$ cat config.mk
export PLATFORM = sky130hd
export DESIGN_NAME = instruction_encoder
export DESIGN_NICKNAME = d
export VERILOG_FILES = /design/src/rtl/encoder_pkg.sv /design/src/rtl/instruction_packer.sv /design/src/rtl/instruction_encoder.sv
export SDC_FILE = /design/constraint.sdc
export NUM_CORES = 1
export LEC_CHECK = 0
export ABC_AREA = 1
export CAP_MARGIN = 0
export CORE_AREA = 2 2 114 116
export DETAILED_ROUTE_END_ITERATION = 16
export DIE_AREA = 0 0 116 118
export GPL_TIMING_DRIVEN = 1
export SLEW_MARGIN = 15
export SYNTH_ARGS = -nofsm -noshare
export SYNTH_HDL_FRONTEND = slang
export SYNTH_SLANG_ARGS = --single-unit
$ cat constraint.sdc
create_clock -name Clock -period 2.6 [get_ports Clock]
set_input_delay 0.52 -clock Clock [delete_from_list [all_inputs] [get_ports Clock]]
set_output_delay 0.52 -clock Clock [all_outputs]
set_load 0.01 [all_outputs]
$ cat src/rtl/encoder_pkg.sv
// encoder_pkg: shared format codes, FSM states and immediate range widths.
package encoder_pkg;
  localparam logic [2:0] IMM_I = 3'b000;
  localparam logic [2:0] IMM_S = 3'b001;
  localparam logic [2:0] IMM_B = 3'b010;
  localparam logic [2:0] IMM_J = 3'b011;
  localparam int IMM_RANGE = 12;
  localparam int JAL_RANGE = 20;
  typedef enum logic [1:0] {IDLE, RUN, DRAIN, FULL} state_t;
endpackage

$ cat src/rtl/instruction_packer.sv
// instruction_packer: packs fields and a signed immediate into an RV32I word and flags range legality.
module instruction_packer
  import encoder_pkg::*;
(
  input  logic [2:0]  fmt,
  input  logic [6:0]  opcode,
  input  logic [4:0]  rd,
  input  logic [4:0]  rs1,
  input  logic [4:0]  rs2,
  input  logic [2:0]  funct3,
  input  logic [31:0] imm,
  output logic [31:0] word,
  output logic        legal
);
  logic fits_12, fits_20;
  logic [31:0] i_word, s_word, b_word, j_word;
  assign fits_12 = imm == {{(32-IMM_RANGE){imm[IMM_RANGE-1]}}, imm[IMM_RANGE-1:0]};
  assign fits_20 = imm == {{(32-JAL_RANGE){imm[JAL_RANGE-1]}}, imm[JAL_RANGE-1:0]};
  assign legal = !fmt[2] && (fmt == IMM_J ? fits_20 : fits_12);
  assign i_word = {imm[11:0], rs1, funct3, rd, opcode};
  assign s_word = {imm[11:5], rs2, rs1, funct3, imm[4:0], opcode};
  // B and J immediates are in halfwords, so bit k here lands where the decoder expects byte bit k+1
  assign b_word = {imm[11], imm[9:4], rs2, rs1, funct3, imm[3:0], imm[10], opcode};
  assign j_word = {imm[19], imm[9:0], imm[10], imm[18:11], rd, opcode};
  assign word = fmt[1] ? (fmt[0] ? j_word : b_word) : (fmt[0] ? s_word : i_word);
endmodule

$ cat src/rtl/instruction_encoder.sv
// instruction_encoder: assembles packed instructions and writes them to consecutive memory words.
module instruction_encoder
  import encoder_pkg::*;
#(
  parameter int ADDR_WIDTH = 8,
  parameter int BASE_ADDR  = 0
) (
  input  logic                  Clock,
  input  logic                  Reset,
  input  logic                  Start,
  input  logic                  InValid,
  output logic                  InReady,
  input  logic [2:0]            ImGenControl,
  input  logic [6:0]            Opcode,
  input  logic [4:0]            Rd,
  input  logic [4:0]            Rs1,
  input  logic [4:0]            Rs2,
  input  logic [2:0]            Funct3,
  input  logic [31:0]           Immediate,
  output logic                  MemWrite,
  input  logic                  MemReady,
  output logic [ADDR_WIDTH-1:0] MemAddress,
  output logic [31:0]           MemWriteData,
  output logic                  RangeError,
  output logic [7:0]            ErrorCount,
  output logic [ADDR_WIDTH:0]   WordCount,
  output logic                  Full
);
  localparam logic [ADDR_WIDTH-1:0] BASE = ADDR_WIDTH'(BASE_ADDR);
  localparam logic [ADDR_WIDTH-1:0] LAST = '1;
  state_t state;
  logic [ADDR_WIDTH-1:0] next_addr;
  logic [31:0] word;
  logic legal, accept, done;
  instruction_packer u_packer (
    .fmt(ImGenControl), .opcode(Opcode), .rd(Rd), .rs1(Rs1), .rs2(Rs2),
    .funct3(Funct3), .imm(Immediate), .word(word), .legal(legal)
  );
  assign InReady = state == RUN && !Start && (!MemWrite || MemReady);
  assign accept = InValid && InReady;
  assign done = MemWrite && MemReady;
  assign Full = state == FULL;
  // Start restarts the session but leaves an in-flight write to finish at its own address
  always_ff @(posedge Clock or posedge Reset) begin
    if (Reset) begin
      state <= IDLE;
      next_addr <= BASE;
      MemWrite <= 1'b0;
      MemAddress <= '0;
      MemWriteData <= '0;
      RangeError <= 1'b0;
      ErrorCount <= '0;
      WordCount <= '0;
    end else begin
      RangeError <= accept && !legal;
      if (accept && legal) begin
        MemWrite <= 1'b1;
        MemAddress <= next_addr;
        MemWriteData <= word;
      end else if (done) MemWrite <= 1'b0;
      if (Start) begin
        state <= RUN;
        next_addr <= BASE;
        WordCount <= '0;
        ErrorCount <= '0;
      end else begin
        if (done) WordCount <= WordCount + 1'b1;
        if (accept && !legal && ErrorCount != 8'hFF) ErrorCount <= ErrorCount + 1'b1;
        if (accept && legal) begin
          if (next_addr == LAST) state <= DRAIN;
          else next_addr <= next_addr + 1'b1;
        end
        if (state == DRAIN && done) state <= FULL;
      end
    end
  end
endmodule

==> results of run 1 <==
[power groups by stage]
stage	clock, mW	sequential (mW)	combinational (mW)
detailed placement	0	1.23	0.560
floorplan	0	1.26	0.187
global route	1.41	1.22	0.612
CTS	1.35	1.21	0.562
global placement	0	1.23	0.552
finish	1.32	1.21	0.552
[how the worst max path moves through the flow]
stage,from,end,slack (ns),cells after the start
floorplan,Reset,ErrorCount[0]$_DFFE_PP0P_,0.34,1
global placement,MemReady,InReady,0.18,4
detailed placement,Immediate[11],ErrorCount[3]$_DFFE_PP0P_,0.15,10
CTS,MemReady,InReady,0.18,4
global route,MemReady,InReady,0.14,4
finish,MemReady,InReady,0.19,4
[metrics by stage]
stage / cell area, µm² / power, mW / cells
2_1_floorplan: 3670 / 1.45 / 476
3_3_place_gp: 5120 / 1.78 / 763
3_5_place_dp: 5120 / 1.79 / 763
4_1_cts: 5450 / 3.12 / 779
5_1_grt: 5450 / 3.25 / 779
6_report: 5450 / 3.08 / 779
[layout make-up]
| class | count | area share, % |
|---|---|---|
| clock buffers | 9 | 4.13 |
| clock inverters | 7 | 1.84 |
| inverters | 38 | 2.62 |
| repair buffers | 133 | 24.5 |
| flip-flops and latches | 69 | 31.7 |
| multi-input cells | 351 | 31.2 |
| well taps | 172 | 3.95 |
[flip-flops by register name (all words and copies together) (netlist names)]
register and cells:
WordCount 9, next_addr 8, ErrorCount 8, MemAddress 8, MemWrite 1, state 2
MemWriteData 32, RangeError 1
[critical path, cell delays in order]
cell and delay, ns:
sky130_fd_sc_hd__clkdlybuf4s50_1 0.55, sky130_fd_sc_hd__nor2_1 0.07, sky130_fd_sc_hd__nor2_1 0.18, sky130_fd_sc_hd__clkdlybuf4s50_1 0.57
[cell families after synthesis]
kind of cell    after synthesis  share of synthesized area, %
simple gates                259                          29.9
compound gates               70                          10.5
flops                        69                          47.1
buf+inv                      56                          6.58
mux                          10                          2.73
xor+xnor                      9                          2.15
fa+ha+maj                     3                          1.02
[metal layers]
metal | vias to the layer above | track usage (%) | part of all wire (%)
li1 | 1801 | - | -
met1 | 1583 | 19.5 | 47
met2 | 118 | 22.6 | 44
met3 | 13 | 4.48 | 7.1
met4 | 0 | 4.91 | 1.8
met5 | - | 0 | 0
[layout by cell type (no fill, tap or decap), types with 10 or more instances in the layout]
master / count
sky130_fd_sc_hd__inv_1: 34
sky130_fd_sc_hd__a21oi_1: 23
sky130_fd_sc_hd__dfrtp_1: 69
sky130_fd_sc_hd__nor3_1: 11
sky130_fd_sc_hd__nor2_1: 40
sky130_fd_sc_hd__nand3_1: 39
sky130_fd_sc_hd__o21ai_0: 29
sky130_fd_sc_hd__mux2i_1: 10
sky130_fd_sc_hd__nand2_1: 155
sky130_fd_sc_hd__clkdlybuf4s50_1: 125
==> impl.org, run 1 <==
** Run status
- Result of the run :: finished clean

** Setup path
- The worst setup path is launched from an input port.
- Critical path endpoint category :: primary output
- Register-to-Register Setup Slack :: approximately 0.76 ns
- At the worst endpoint, the required time is between 2 and 2.5 ns.
- Largest fanout of any net on the critical path :: 3
- Number of cells on the worst reg-to-reg path :: 8
- Data arrival time of the worst path :: around 1.9 ns
- Crit Reg-Reg Endpoint :: ErrorCount[4]$_DFFE_PP0P_
- The critical path in this run is classified as input port to primary output.
- The worst register-to-register path begins at ErrorCount[0]$_DFFE_PP0P_.

** Logic synthesis
- Counting instances in the post-synthesis netlist gives the leading cell types as sky130_fd_sc_hd__nand2_1, sky130_fd_sc_hd__dfrtp_1, sky130_fd_sc_hd__nor2_1, sky130_fd_sc_hd__nand3_1, sky130_fd_sc_hd__inv_1.
- During synthesis, Yosys emitted a total of 0 warnings.
- The most common cell in the synthesized netlist is sky130_fd_sc_hd__nand2_1.
- Leading post-synthesis cells by cell area :: sky130_fd_sc_hd__dfrtp_1, sky130_fd_sc_hd__nand2_1, sky130_fd_sc_hd__nand3_1
- Cell type contributing the most total cell area after synthesis :: sky130_fd_sc_hd__dfrtp_1
- Register bit count reported by yosys :: around 70
- In this run the biggest area consumer among cell types represents a little under half of the synthesized area.
- Synthesis produced about 480 cells.
- The number of different library cells used by synthesis comes to 36.
- Most used flip-flop cell after synthesis :: sky130_fd_sc_hd__dfrtp_1
- Number of flops mapped to enable cells by yosys :: 0
- Post-synthesis area per instance :: 7.71 µm²
- Sequential share of the synthesized area :: 47.1%
- Synthesized Nets :: between 500 and 600
- Post-synth design cell area :: around 3700 µm²
- Counting flops with an async set or reset pin after synthesis yields a share of 100%.

** Die
- Core Footprint :: about 12000 µm²
- Once the floorplan was initialized, standard cells occupied about 30% of the core.
- Die span in y :: ~120 µm
- Die ar. :: between 10000 and 15000 µm²
- Core Rows :: 41
- ~130 I/O pins were placed.
- The die is ~120 µm wide.

** Timing
- RSZ-0062 raised after global routing :: false
- For this run, the top clock speed supported by timing is 0.415 GHz.
- Setup-failing EPs final :: 0
- The tightest hold path in the finished design has a slack of approximately 0.48 ns.
- At the pin with the least slew margin, the transition time is between 0.4 and 0.5 ns.
- After routing, the total negative slack on setup checks comes to 0 ns.
- Counting I/O delays and the setup requirement, the final critical path takes 2.41 ns.
- Final number of hold-violating endpoints :: 0
- Slew Viols, Final :: 0
- Setup slack of the critical path after layout :: 0.190 ns
- Of the available clock period, the critical path in the final layout requires 92.7%.
- Worst clock skew :: ~0.0053 ns
- Relative max-transition margin :: between 60% and 70%

** Clock network
- For this design, the CTS-stage hold fixing added 0 buffers.
- In this run the deepest clock path goes through 2 buffers.
- The clock drives between 60 and 70 sinks.
- Clock tree synthesis inserted a total of 9 buffers.
- Clock latency on the worst-skew pair, taken at its later pin, is around 0.32 ns.
- TritonCTS built the clock tree.
- Cells resized by post-CTS repair :: 0
- Clock input transition at the sequential cells of the worst setup and hold paths :: about 0.05 ns
- Clock tree synthesis selected as its root buffer the cell sky130_fd_sc_hd__clkbuf_16.
- In this run the post-CTS setup repair buffer count came out at 0.
- CTS H-Tree Depth :: 3

** Layout
- In the final layout, the multi-input gates occupy roughly 1700 µm².
- At the end of the flow, the number of nets in the layout was 670.
- Final Util :: 43.9%
- From synthesis to final layout, the design area changed by 48.4%.
- The number of antenna diodes in the final layout is 0.
- Share of layout cells above drive strength 1 :: under 10%
- The layout has approximately 1300 filler cells.
- Total area of sequential cells :: roughly 1700 µm²

** Hold path
- Worst hold-check path type :: register to register
- For hold timing, the worst endpoint is MemWriteData[8]$_DFFE_PP0P_.
- HP Start :: MemWriteData[8]$_DFFE_PP0P_
- Counting instances, the worst hold path has a depth of 2.

** Run
- Count of maximum capacitance violations :: 0

** GRT
- Vias in the first global route :: ~3400
- Grt total ovfl :: 0
- Wire length of the first global-routing pass :: around 16 mm
- Entering global routing, the biggest net connects 40 pins.
- For this run, the total global-route usage over all layers was measured as between 10% and 20%.
- Antenna violations before repair :: 0

** Power and ir drop
- Net Sw Power :: 0.775 mW
- Sequential cells burn 39.3% of the power.
- Combinational logic burns ~18% of the power.
- Cell area power density :: roughly 570 nW/µm²
- Power Internal :: about 2.3 mW
- For this design the static power due to leakage is approximately 2.5 nW.
- Across the VDD grid, the largest voltage drop is between 0.3 and 0.4 mV.
- Net switching is about a quarter of the power.
- Clock network fraction of total power :: a little over two fifths

** Route
- For this run, design rule violations remaining after detail routing come to 0.
- After detailed routing, the average wire length per cell comes to roughly 13 µm.
- Residual antenna-violating net count after detailed routing :: 0
- 1st-iter DRT viols :: 145
- Per-cell via count in the routed design :: around 4.5
- Post-detailed-routing wire length :: between 9 and 10 mm
- The first TritonRoute pass finished after 4 iterations.
- Via count :: about 3500

** Placement
- PortBufs :: approximately 130
- Placer Congestion :: 0.842
- The wire-length estimate of the detail-placed layout is approximately 7.4 mm.
- Timing analysis after detailed placement gives a worst setup slack of between 0.15 and 0.2 ns.
(Power assumes the default switching activity.)
==> run 2: changes to the inputs <==
- ABC_AREA: 1 -> unset
- CORE_AREA: 2 2 114 116 -> 2 2 112 114
- CTS_CLUSTER_SIZE: unset -> 25
- DIE_AREA: 0 0 116 118 -> 0 0 114 116
==> impl.org, run 2 <==
** Layout
- Number of antenna repair diodes :: 0
- Register name with the most flops :: MemWriteData
- Final Util :: between 40% and 50%
- Most frequent standard cell in the layout excluding fill and tap cells :: sky130_fd_sc_hd__clkdlybuf4s50_1
- Max FFs per register :: 32
- Most frequent cells in the layout :: sky130_fd_sc_hd__clkdlybuf4s50_1, sky130_fd_sc_hd__dfrtp_1, sky130_fd_sc_hd__nand2_1
- Synth-to-layout area growth :: 52.4%
- Share of layout cells above drive strength 1 :: around 14%
- Total number of nets in the final design :: between 500 and 600
- Number of fill cells :: ~1200
- The largest registers in the layout are MemWriteData (32), WordCount (9).

** Die
- The die is about 110 µm wide.
- Number of primary I/O pins :: approximately 130
- The floorplan has 40 rows.
- Effective utilization at floorplan :: just under 30%
- In this run the vertical extent of the chip is about 120 µm.
- Die ar. :: 13200 µm²
- After floorplanning, the core was sized to cover 11900 µm².

** Placement
- PortBufs :: 125
- Placer Congestion :: roughly 0.8
- Final HPWL DP :: between 7 and 8 mm

** Route
- Once detail routing completed, the nets flagged for antenna violations numbered 0.
- Number of DRC violations after detailed routing :: 0
- Using the TritonRoute via totals, the vias-per-cell ratio works out to between 4 and 5.
- Post-detailed-routing wire length :: about 9.8 mm
- First-pass iteration count of the detailed router :: 4
- Via count :: approximately 3200
- 1st-iter DRT viols :: about 290
- After detailed routing, the average wire length per cell comes to 15.3 µm.

** GRT
- The first global-routing pass estimated 15.5 mm of wire.
- Vias in the first global route :: 3032
- Antenna violations before repair :: 0
- Summed over all layers, the global routing overflow is 0.
- Entering global routing, the biggest net connects 70 pins.
- Global routing used 15.0% of the available tracks across all layers.

** Clock network
- TritonCTS created 9 clock buffers.
- The clock passes through at most 2 buffers.
- Buffers added to address setup during post-CTS repair amount to 0.
- CTS root buffer :: sky130_fd_sc_hd__clkbuf_16
- Clock input transition at the sequential cells of the worst setup and hold paths :: 0.05 ns
- CTS H-Tree Depth :: 3
- In this run, post-CTS hold repair placed 0 buffers.
- Total clock sinks :: 69
- Worst skew pair latency :: about 0.33 ns
- TritonCTS built the clock tree.

** Timing
- Setup repair after global routing left no endpoint under its margin.
- Timing would allow up to ~0.4 GHz.
- Setup total negative slack on the finished layout was measured at 0 ns.
- Setup-failing EPs final :: 0
- The final number of max-transition violations was 0.
- Share of the clock period used by the worst path after layout :: approximately 95%
- Final number of hold-violating endpoints :: 0
- Least-Margin Pin Slew :: approximately 0.52 ns
- In this run the tightest slew margin relative to its limit is 64.2%.
- Worst clock skew :: between 0.006 and 0.007 ns
- After layout, the minimum clock period comes to 2.46 ns.

** Run
- The tool flagged a number of max-cap violations equal to 0.

** Setup path
- In this run the critical register-to-register path is launched from MemWrite$_DFFE_PP0P_.
- Setup slack on the worst reg-to-reg path comes out at ~0.41 ns.
- Data arrival time of the worst path :: 2.71 ns
- Number of cells on the worst reg-to-reg path :: 8
- The worst setup path is of the input port to register kind.
- Of all nets on the critical path, the largest fanout is 10.
- At the worst endpoint, the required time is roughly 2.9 ns.
- The worst setup path is captured at a register.
- The worst setup path is launched from an input port.
- In this run the critical register-to-register path is captured at ErrorCount[7]$_DFFE_PP0P_.

** Power and ir drop
- Registers are responsible for between 40% and 50% of the overall power.
- Clock network fraction of total power :: between 40% and 50%
- Leakage power total :: around 2.3 nW
- Cell area power density :: about 470 nW/µm²
- Per report_power, the combinational group accounts for between 10% and 20% of the total.
- Net Sw Power :: about 0.54 mW
- The internal portion of the total power is ~1.9 mW.
- VDD sags by at most ~0.21 mV.
- In this run switching power makes up a little over a fifth of total power.

** Logic synthesis
- Ranked by instance count, the synthesized netlist is headed by sky130_fd_sc_hd__dfrtp_1, sky130_fd_sc_hd__nand2_1, sky130_fd_sc_hd__o21ai_0, sky130_fd_sc_hd__mux2_2, sky130_fd_sc_hd__nor2_1.
- Number of instances in the synthesized netlist :: 353
- Most repeated cell in the gate-level netlist after synthesis :: sky130_fd_sc_hd__dfrtp_1
- Cell type contributing the most total cell area after synthesis :: sky130_fd_sc_hd__dfrtp_1
- In the synthesized netlist the dominant register cell turns out to be sky130_fd_sc_hd__dfrtp_1.
- Register bit count reported by yosys :: 69
- The number of nets handed over by synthesis was around 420.
- Leading post-synthesis cells by cell area :: sky130_fd_sc_hd__dfrtp_1, sky130_fd_sc_hd__mux2_2, sky130_fd_sc_hd__mux2i_1
- In this run, synthesis inferred 0 flip-flops with an integrated enable.
- The top cell type by area accounts for between 40% and 50% of the synthesized area.
- The synthesized netlist contains 38 unique library cells.
- The share of the Yosys chip area taken by registers is between 40 and 50%.
- YS warnings :: 0
- In this run the mean area of a mapped cell was around 9.9 µm².
- For this run, asynchronously set or reset flops after synthesis account for between 90% and 100%.
- Post-synth design cell area :: approximately 3500 µm²

** Hold path
- Worst hold-check path type :: register to register
- In this run the most critical hold path is launched from MemWriteData[7]$_DFFE_PP0P_.
- The worst hold path passes through 2 cells.
- Worst-case hold path end point :: MemWriteData[7]$_DFFE_PP0P_

** Run status
- Result of the run :: finished clean
[run 2: critical path: stages]
cell and delay (ns):
sky130_fd_sc_hd__clkdlybuf4s50_1 0.42, sky130_fd_sc_hd__nand4b_1 0.20, sky130_fd_sc_hd__or4_4 0.55, sky130_fd_sc_hd__mux2i_4 0.20
sky130_fd_sc_hd__nand3_4 0.15, sky130_fd_sc_hd__or4_1 0.52, sky130_fd_sc_hd__a21oi_1 0.15
[run 2: worst max-delay path by stage]
stage / startpoint / to / slack [ns]
after floorplan: Start / next_addr[3]$_DFFE_PP0P_ / 0.13
after global placement: ImGenControl[2] / MemWriteData[21]$_DFFE_PP0P_ / -0.28
after detailed placement: ImGenControl[2] / next_addr[3]$_DFFE_PP0P_ / -0.34
after CTS: ImGenControl[2] / MemWriteData[22]$_DFFE_PP0P_ / 0.0001
after global routing: ImGenControl[2] / ErrorCount[7]$_DFFE_PP0P_ / 0.005
final: ImGenControl[2] / next_addr[4]$_DFFE_PP0P_ / 0.14
[run 2: cell families after synthesis]
kind of cell             Yosys count  share of synthesized area (%)
adder cells (fa/ha/maj)            3                           1.07
multiplexers                      49                           15.0
buffers and inverters             27                           3.32
AND/OR/NAND/NOR                  121                           17.0
XOR/XNOR                           6                           1.50
flip-flops                        69                           49.3
AO/OA/AOI/OAI                     78                           12.9
[run 2: metrics by stage]
stage	cell area (µm²)	power (mW)	std cells	hold slack, ns	worst slack [ns]
after floorplan	3510	1.20	353	0.488	0.125
after global placement	5030	1.36	626	0.464	-0.282
after detailed placement	5030	1.36	626	0.471	-0.343
after CTS	5310	2.52	641	0.483	0.000115
after global routing	5340	2.60	641	0.505	0.00516
final	5340	2.49	641	0.481	0.138
[run 2: final cells by class]
type                       count  area, µm²  area share, %
clock inverter                 1       5.00         0.0937
multi-input combinational    257       1700           31.9
tap                          147        184           3.44
sequential                    69       1730           32.3
timing repair buffer         146       1420           26.7
inverter                       7       26.3          0.492
clock buffer                  14        274           5.13
[run 2: power by group through the flow]
stage / Sequential [mW] / Clock (mW) / Combinational [mW]
2_1_floorplan: 1.10 / 0 / 0.0982
3_3_place_gp: 1.10 / 0 / 0.258
3_5_place_dp: 1.10 / 0 / 0.259
4_1_cts: 1.08 / 1.17 / 0.262
5_1_grt: 1.08 / 1.23 / 0.286
6_report: 1.08 / 1.14 / 0.262
[run 2: timing repair]
action,CTS,global route
gates resized for setup,1,6
endpoints found under the hold margin,0,0
cloned,0,0
pin swaps,1,1
endpoints found under the setup margin,6,35
[run 2: routing by layer]
layer  vias up  global-route usage [%]  part of all wire [%]
met1      1505                    21.1                    48
met4         0                    3.90                  0.89
met3         8                    4.81                   7.8
met5         -                       0                     0
li1       1543                       -                     -
met2       106                    22.3                    44
